===== src/rtl/mem_arbiter.sv =====
// Two-requester memory port arbiter: the fetch stage and the LSU share one downstream port.
// There is at most one transaction in flight, and its response is routed back to the owner.
module mem_arbiter #(
  parameter int ADDR_W = 32,
  parameter int DATA_W = 32,
  parameter bit RR_EN  = 1'b1
) (
  input  logic                clk,
  input  logic                rst,
  input  logic                ifu_req_valid,
  output logic                ifu_req_ready,
  input  logic [ADDR_W-1:0]   ifu_req_addr,
  output logic                ifu_resp_valid,
  input  logic                ifu_resp_ready,
  output logic [DATA_W-1:0]   ifu_resp_rdata,
  input  logic                lsu_req_valid,
  output logic                lsu_req_ready,
  input  logic [ADDR_W-1:0]   lsu_req_addr,
  input  logic                lsu_req_wen,
  input  logic [DATA_W-1:0]   lsu_req_wdata,
  input  logic [DATA_W/8-1:0] lsu_req_wstrb,
  output logic                lsu_resp_valid,
  input  logic                lsu_resp_ready,
  output logic [DATA_W-1:0]   lsu_resp_rdata,
  output logic                mem_req_valid,
  input  logic                mem_req_ready,
  output logic [ADDR_W-1:0]   mem_req_addr,
  output logic                mem_req_wen,
  output logic [DATA_W-1:0]   mem_req_wdata,
  output logic [DATA_W/8-1:0] mem_req_wstrb,
  input  logic                mem_resp_valid,
  output logic                mem_resp_ready,
  input  logic [DATA_W-1:0]   mem_resp_rdata
);

  localparam int STRB_W = DATA_W / 8;

  localparam logic [1:0] S_IDLE = 2'd0;
  localparam logic [1:0] S_REQ  = 2'd1;
  localparam logic [1:0] S_RESP = 2'd2;

  localparam logic OWN_IFU = 1'b0;
  localparam logic OWN_LSU = 1'b1;

  logic [1:0]        state_q, state_d;
  logic              owner_q, owner_d;
  logic              last_owner_q, last_owner_d;
  logic [ADDR_W-1:0] addr_q, addr_d;
  logic              wen_q, wen_d;
  logic [DATA_W-1:0] wdata_q, wdata_d;
  logic [STRB_W-1:0] wstrb_q, wstrb_d;

  logic grant_ifu;
  logic grant_lsu;
  logic owner_resp_ready;
  logic in_resp;

  always_comb begin
    state_d      = state_q;
    owner_d      = owner_q;
    last_owner_d = last_owner_q;
    addr_d       = addr_q;
    wen_d        = wen_q;
    wdata_d      = wdata_q;
    wstrb_d      = wstrb_q;
    grant_ifu    = 1'b0;
    grant_lsu    = 1'b0;

    owner_resp_ready = (owner_q == OWN_LSU) ? lsu_resp_ready : ifu_resp_ready;

    case (state_q)
      S_IDLE: begin
        // On a tie the LSU wins, unless round-robin is enabled and the LSU was the last owner.
        if (lsu_req_valid && (!ifu_req_valid || !RR_EN || (last_owner_q == OWN_IFU))) begin
          grant_lsu = 1'b1;
          owner_d   = OWN_LSU;
          addr_d    = lsu_req_addr;
          wen_d     = lsu_req_wen;
          wdata_d   = lsu_req_wdata;
          wstrb_d   = lsu_req_wstrb;
          state_d   = S_REQ;
        end else if (ifu_req_valid) begin
          grant_ifu = 1'b1;
          owner_d   = OWN_IFU;
          addr_d    = ifu_req_addr;
          wen_d     = 1'b0;
          wdata_d   = '0;
          wstrb_d   = '0;
          state_d   = S_REQ;
        end
      end
      S_REQ: begin
        if (mem_req_ready) begin
          state_d      = S_RESP;
          last_owner_d = owner_q;
        end
      end
      S_RESP: begin
        if (mem_resp_valid && owner_resp_ready) begin
          state_d = S_IDLE;
        end
      end
      default: state_d = S_IDLE;
    endcase
  end

  // Handshake outputs are held low while reset is asserted, so an abandoned transaction never leaks a response.
  assign in_resp        = !rst && (state_q == S_RESP);
  assign ifu_req_ready  = !rst && grant_ifu;
  assign lsu_req_ready  = !rst && grant_lsu;
  assign mem_req_valid  = !rst && (state_q == S_REQ);
  assign mem_resp_ready = in_resp && owner_resp_ready;
  assign ifu_resp_valid = in_resp && (owner_q == OWN_IFU) && mem_resp_valid;
  assign lsu_resp_valid = in_resp && (owner_q == OWN_LSU) && mem_resp_valid;
  assign ifu_resp_rdata = (in_resp && (owner_q == OWN_IFU)) ? mem_resp_rdata : '0;
  assign lsu_resp_rdata = (in_resp && (owner_q == OWN_LSU)) ? mem_resp_rdata : '0;

  assign mem_req_addr  = addr_q;
  assign mem_req_wen   = wen_q;
  assign mem_req_wdata = wdata_q;
  assign mem_req_wstrb = wstrb_q;

  always_ff @(posedge clk) begin
    if (rst) begin
      state_q      <= S_IDLE;
      owner_q      <= OWN_IFU;
      last_owner_q <= OWN_IFU;
      addr_q       <= '0;
      wen_q        <= 1'b0;
      wdata_q      <= '0;
      wstrb_q      <= '0;
    end else begin
      state_q      <= state_d;
      owner_q      <= owner_d;
      last_owner_q <= last_owner_d;
      addr_q       <= addr_d;
      wen_q        <= wen_d;
      wdata_q      <= wdata_d;
      wstrb_q      <= wstrb_d;
    end
  end

endmodule


===== config.mk =====
export PLATFORM = sky130hd
export DESIGN_NAME = mem_arbiter
export DESIGN_NICKNAME = d
export VERILOG_FILES = /design/src/rtl/mem_arbiter.sv
export SDC_FILE = /design/constraint.sdc
export NUM_CORES = 1
export LEC_CHECK = 0
export BUFFER_PORTS_ARGS = -buffer_cell sky130_fd_sc_hd__buf_2
export CAP_MARGIN = 25
export CORE_AREA = 2 2 108 110
export DETAILED_ROUTE_END_ITERATION = 10
export DIE_AREA = 0 0 110 112
export PLACE_DENSITY = 0.71
export SLEW_MARGIN = 20
export SYNTH_ARGS = -nofsm -noshare
export SYNTH_HDL_FRONTEND = slang
export SYNTH_SLANG_ARGS = --single-unit

===== constraint.sdc =====
create_clock -name clk -period 3.5 [get_ports clk]
set_input_delay 0.7 -clock clk [delete_from_list [all_inputs] [get_ports clk]]
set_output_delay 0.7 -clock clk [all_outputs]
set_load 0.02 [all_outputs]

==> results.md <==
- Crit-path max cell delay: 0.64 ns
- I/O pins: 280
- Syn_nets: 510
- Syn. warnings: 0
- Layout area overhead: 49.25%
- Yosys top cell by area: dfxtp_1
- Largest cells by area after synthesis: dfxtp_1 (42%), a311oi_2 (13%), a22o_1 (9.3%)
- CTS tree: built
- Worst Path Required: 2.80 ns
- WP buf/inv: 1
- Status: finished, final reports clean
- Max-Cap Viols: 0
- Initial drt markers: 197
- First-pass GRT wire length: 18.29 mm
- Clock share of power: 38.3%
- Routability cong.: 0.8199
- Internal power: 0.001717 W
- Clk_lat worst skew: 0.33 ns
- Mapped cell area: 3496 µm²
- Final setup violating endpoints: 0
- Vias per inst: 4.950
- Maximum fanout along the worst path: 33
- Clk buf depth: 2
- RSZ-0062 raised after global routing: false
- TritonRoute pass-1 iters: 5
- Delay-heaviest family, CP: simple AND/OR/NAND/NOR gates
- Skew final: 0.007678 ns
- Number of clock sinks: 73
- Post-Syn Area per Cell: 9.474 µm²
- Mapped Cells: 369
- H-Tree Depth: 3
- Initial antenna violation count: 8
- Multi-input gate area: 1798 µm²
- Crit path kind: register to output pin
- Total routed wirelength: 12.81 mm
- R2r setup slk: 1.39 ns
- CTS clk-pin slew, worst paths: 0.06 ns
- Worst vdd ir: 0.2111 mV
- Total number of vias: 3846
- Post-synth top flop: dfxtp_1
- Slew margin rel.: 38.03%
- Fin util: 46.69%
- Post-DP HPWL: 9.948 mm
- Largest net degree at the start of global routing: 39
- Hold Path Class: register to register
- GR Util All Layers: 19.72%
- Part of the power in registers: 38.6%
- Register Area: 1461 µm²
- Power Total: 0.002482 W
- Root Buffer Master: clkbuf_16
- Post-CTS Resized: 0
- Wirelength per Cell: 16.49 µm
- Slew Limit Fails: 0
- Initial core utilization: 31.28%
- Max frequency: 0.3555 GHz
- CTS Buf Count: 9
- Layout cell share with drive strength beyond 1: 53.96%
- Switching Fraction: 30.82%
- Post-CTS Setup Inserts: 0
- Power Dens Cells: 475.7 nW/µm²
- DRC: 0
- DIE AREA: 12320 µm²
- Hold Slack: 0.4694 ns
- Layout Nets: 768
- Crit path DAT: 2.11 ns
- Sequential share of the synthesized area: 41.80%
- Worst Tran Pin Value: 0.9296 ns
- Rows: 39
- Critical-path top delay cell: and2b_1
- Post-place setup slack: 0.7708 ns
- Netlist cell types: 32
- Die H: 112 µm
- Critical Path, Cell by Cell: nor2b_1 -> and2b_1 -> and3_1 -> buf_2
- #FFs+latches synth: 73
- Leak: 2.835 nW
- Worst setup SP type: register
- Fill count: 1071
- Post-synth top area share: 41.80%
- Post-synth EDFFs: 0
- Port Buf Inserts: 279
- Type of destination of the critical path: output pin
- Switch Pwr: 0.0007648 W
- Die width: 110 µm
- Final WS setup: 0.6871 ns
- Cts hold-fix bufs: 0
- Fin. Hold Viols: 0
- Final period util: 80.37%
- Core footprint: 11170 µm²
- Fin Setup TNS: 0 ns
- Combinational share of power: 23.1%
- Gr ovfl total: 0
- Vias in the first global route: 3639
- ANT nets after route: 0
- Async set-reset flop share out of synthesis: 0%
- Post-layout min period: 2.813 ns
-- cell type report --
class	instances	area share (%)
antenna	2	0.09592
clock buffer	10	4.580
clock inverter	6	1.439
inverter	1	0.07194
multi-input combinational	255	34.46
sequential	73	28.01
tap	143	3.429
timing repair buffer	287	27.91
-- power groups by stage --
stage / Clock (W) / Combinational [W] / Sequential (W)
final: 0.000950 / 0.000575 / 0.000957
after floorplan: 0 / 0.000280 / 0.00106
after CTS: 0.000973 / 0.000578 / 0.000957
after global routing: 0.00101 / 0.000620 / 0.000965
after detailed placement: 0 / 0.000577 / 0.000973
after global placement: 0 / 0.000563 / 0.000972
-- final timing paths --
path                            depth (start not counted)                            from                             end
worst max-delay path                                    4         state_q[1]$_SDFFE_PP0P_               lsu_resp_rdata[7]
worst min-delay path                                    1  mem_req_wdata[29]$_SDFFE_PP0P_  mem_req_wdata[29]$_SDFFE_PP0P_
worst max register to register                          3         state_q[1]$_SDFFE_PP0P_    mem_req_addr[4]$_SDFFE_PP0P_
worst min register to register                          1  mem_req_wdata[29]$_SDFFE_PP0P_  mem_req_wdata[29]$_SDFFE_PP0P_
-- cells in the mapped netlist (2+ instances only) --
cell      instances
dfxtp_1          73
nand2_1          64
a22o_1           37
a21oi_1          34
and2_1           33
and3_1           33
a311oi_2         30
clkbuf_1         16
buf_2            10
buf_6             8
buf_4             4
nor2_1            3
a311oi_1          2
buf_1             2
mux2i_1           2
nor3b_1           2
-- metal layers --
layer,GRT usage (%),up-vias,part of all wire (%)
met3,5.504,15,8.8
met5,0,-,0.12
li1,-,1849,-
met1,22.39,1784,40
met4,6.582,2,1.5
met2,34.93,196,49
-- sequential cells by signal (all words and copies together), names as in the netlist --
signal,flops
last_owner_q,1
owner_q,1
mem_req_wdata,32
mem_req_addr,32
mem_req_wstrb,4
state_q,2
mem_req_wen,1
-- logic make-up after synthesis --
kind of cell | count (synthesis) | share of synthesized area [%]
muxes | 2 | 0.5727
AOI/OAI and AO/OA | 108 | 28.63
DFF | 73 | 41.80
and+or+nand+nor | 145 | 22.08
buffers and inverters | 41 | 6.908
-- metrics by stage --
stage | instance area (µm²) | instances
2_1_floorplan | 3496 | 369
3_3_place_gp | 4898 | 759
3_5_place_dp | 4898 | 759
5_1_grt | 5215 | 776
4_1_cts | 5213 | 775
6_report | 5218 | 777
-- layout by cell type, fill, tap and decap left out, types with 2 or more instances in the layout --
master,count
dfxtp_1,73
a311oi_2,30
buf_2,279
mux2i_1,2
clkinv_4,2
diode_2,2
a22o_1,37
buf_4,8
nand2_1,64
a311oi_1,2
nor2_1,3
and3_1,33
and2_1,32
nor3b_1,2
clkbuf_16,9
a21oi_1,34
(Power assumes the default switching activity.)
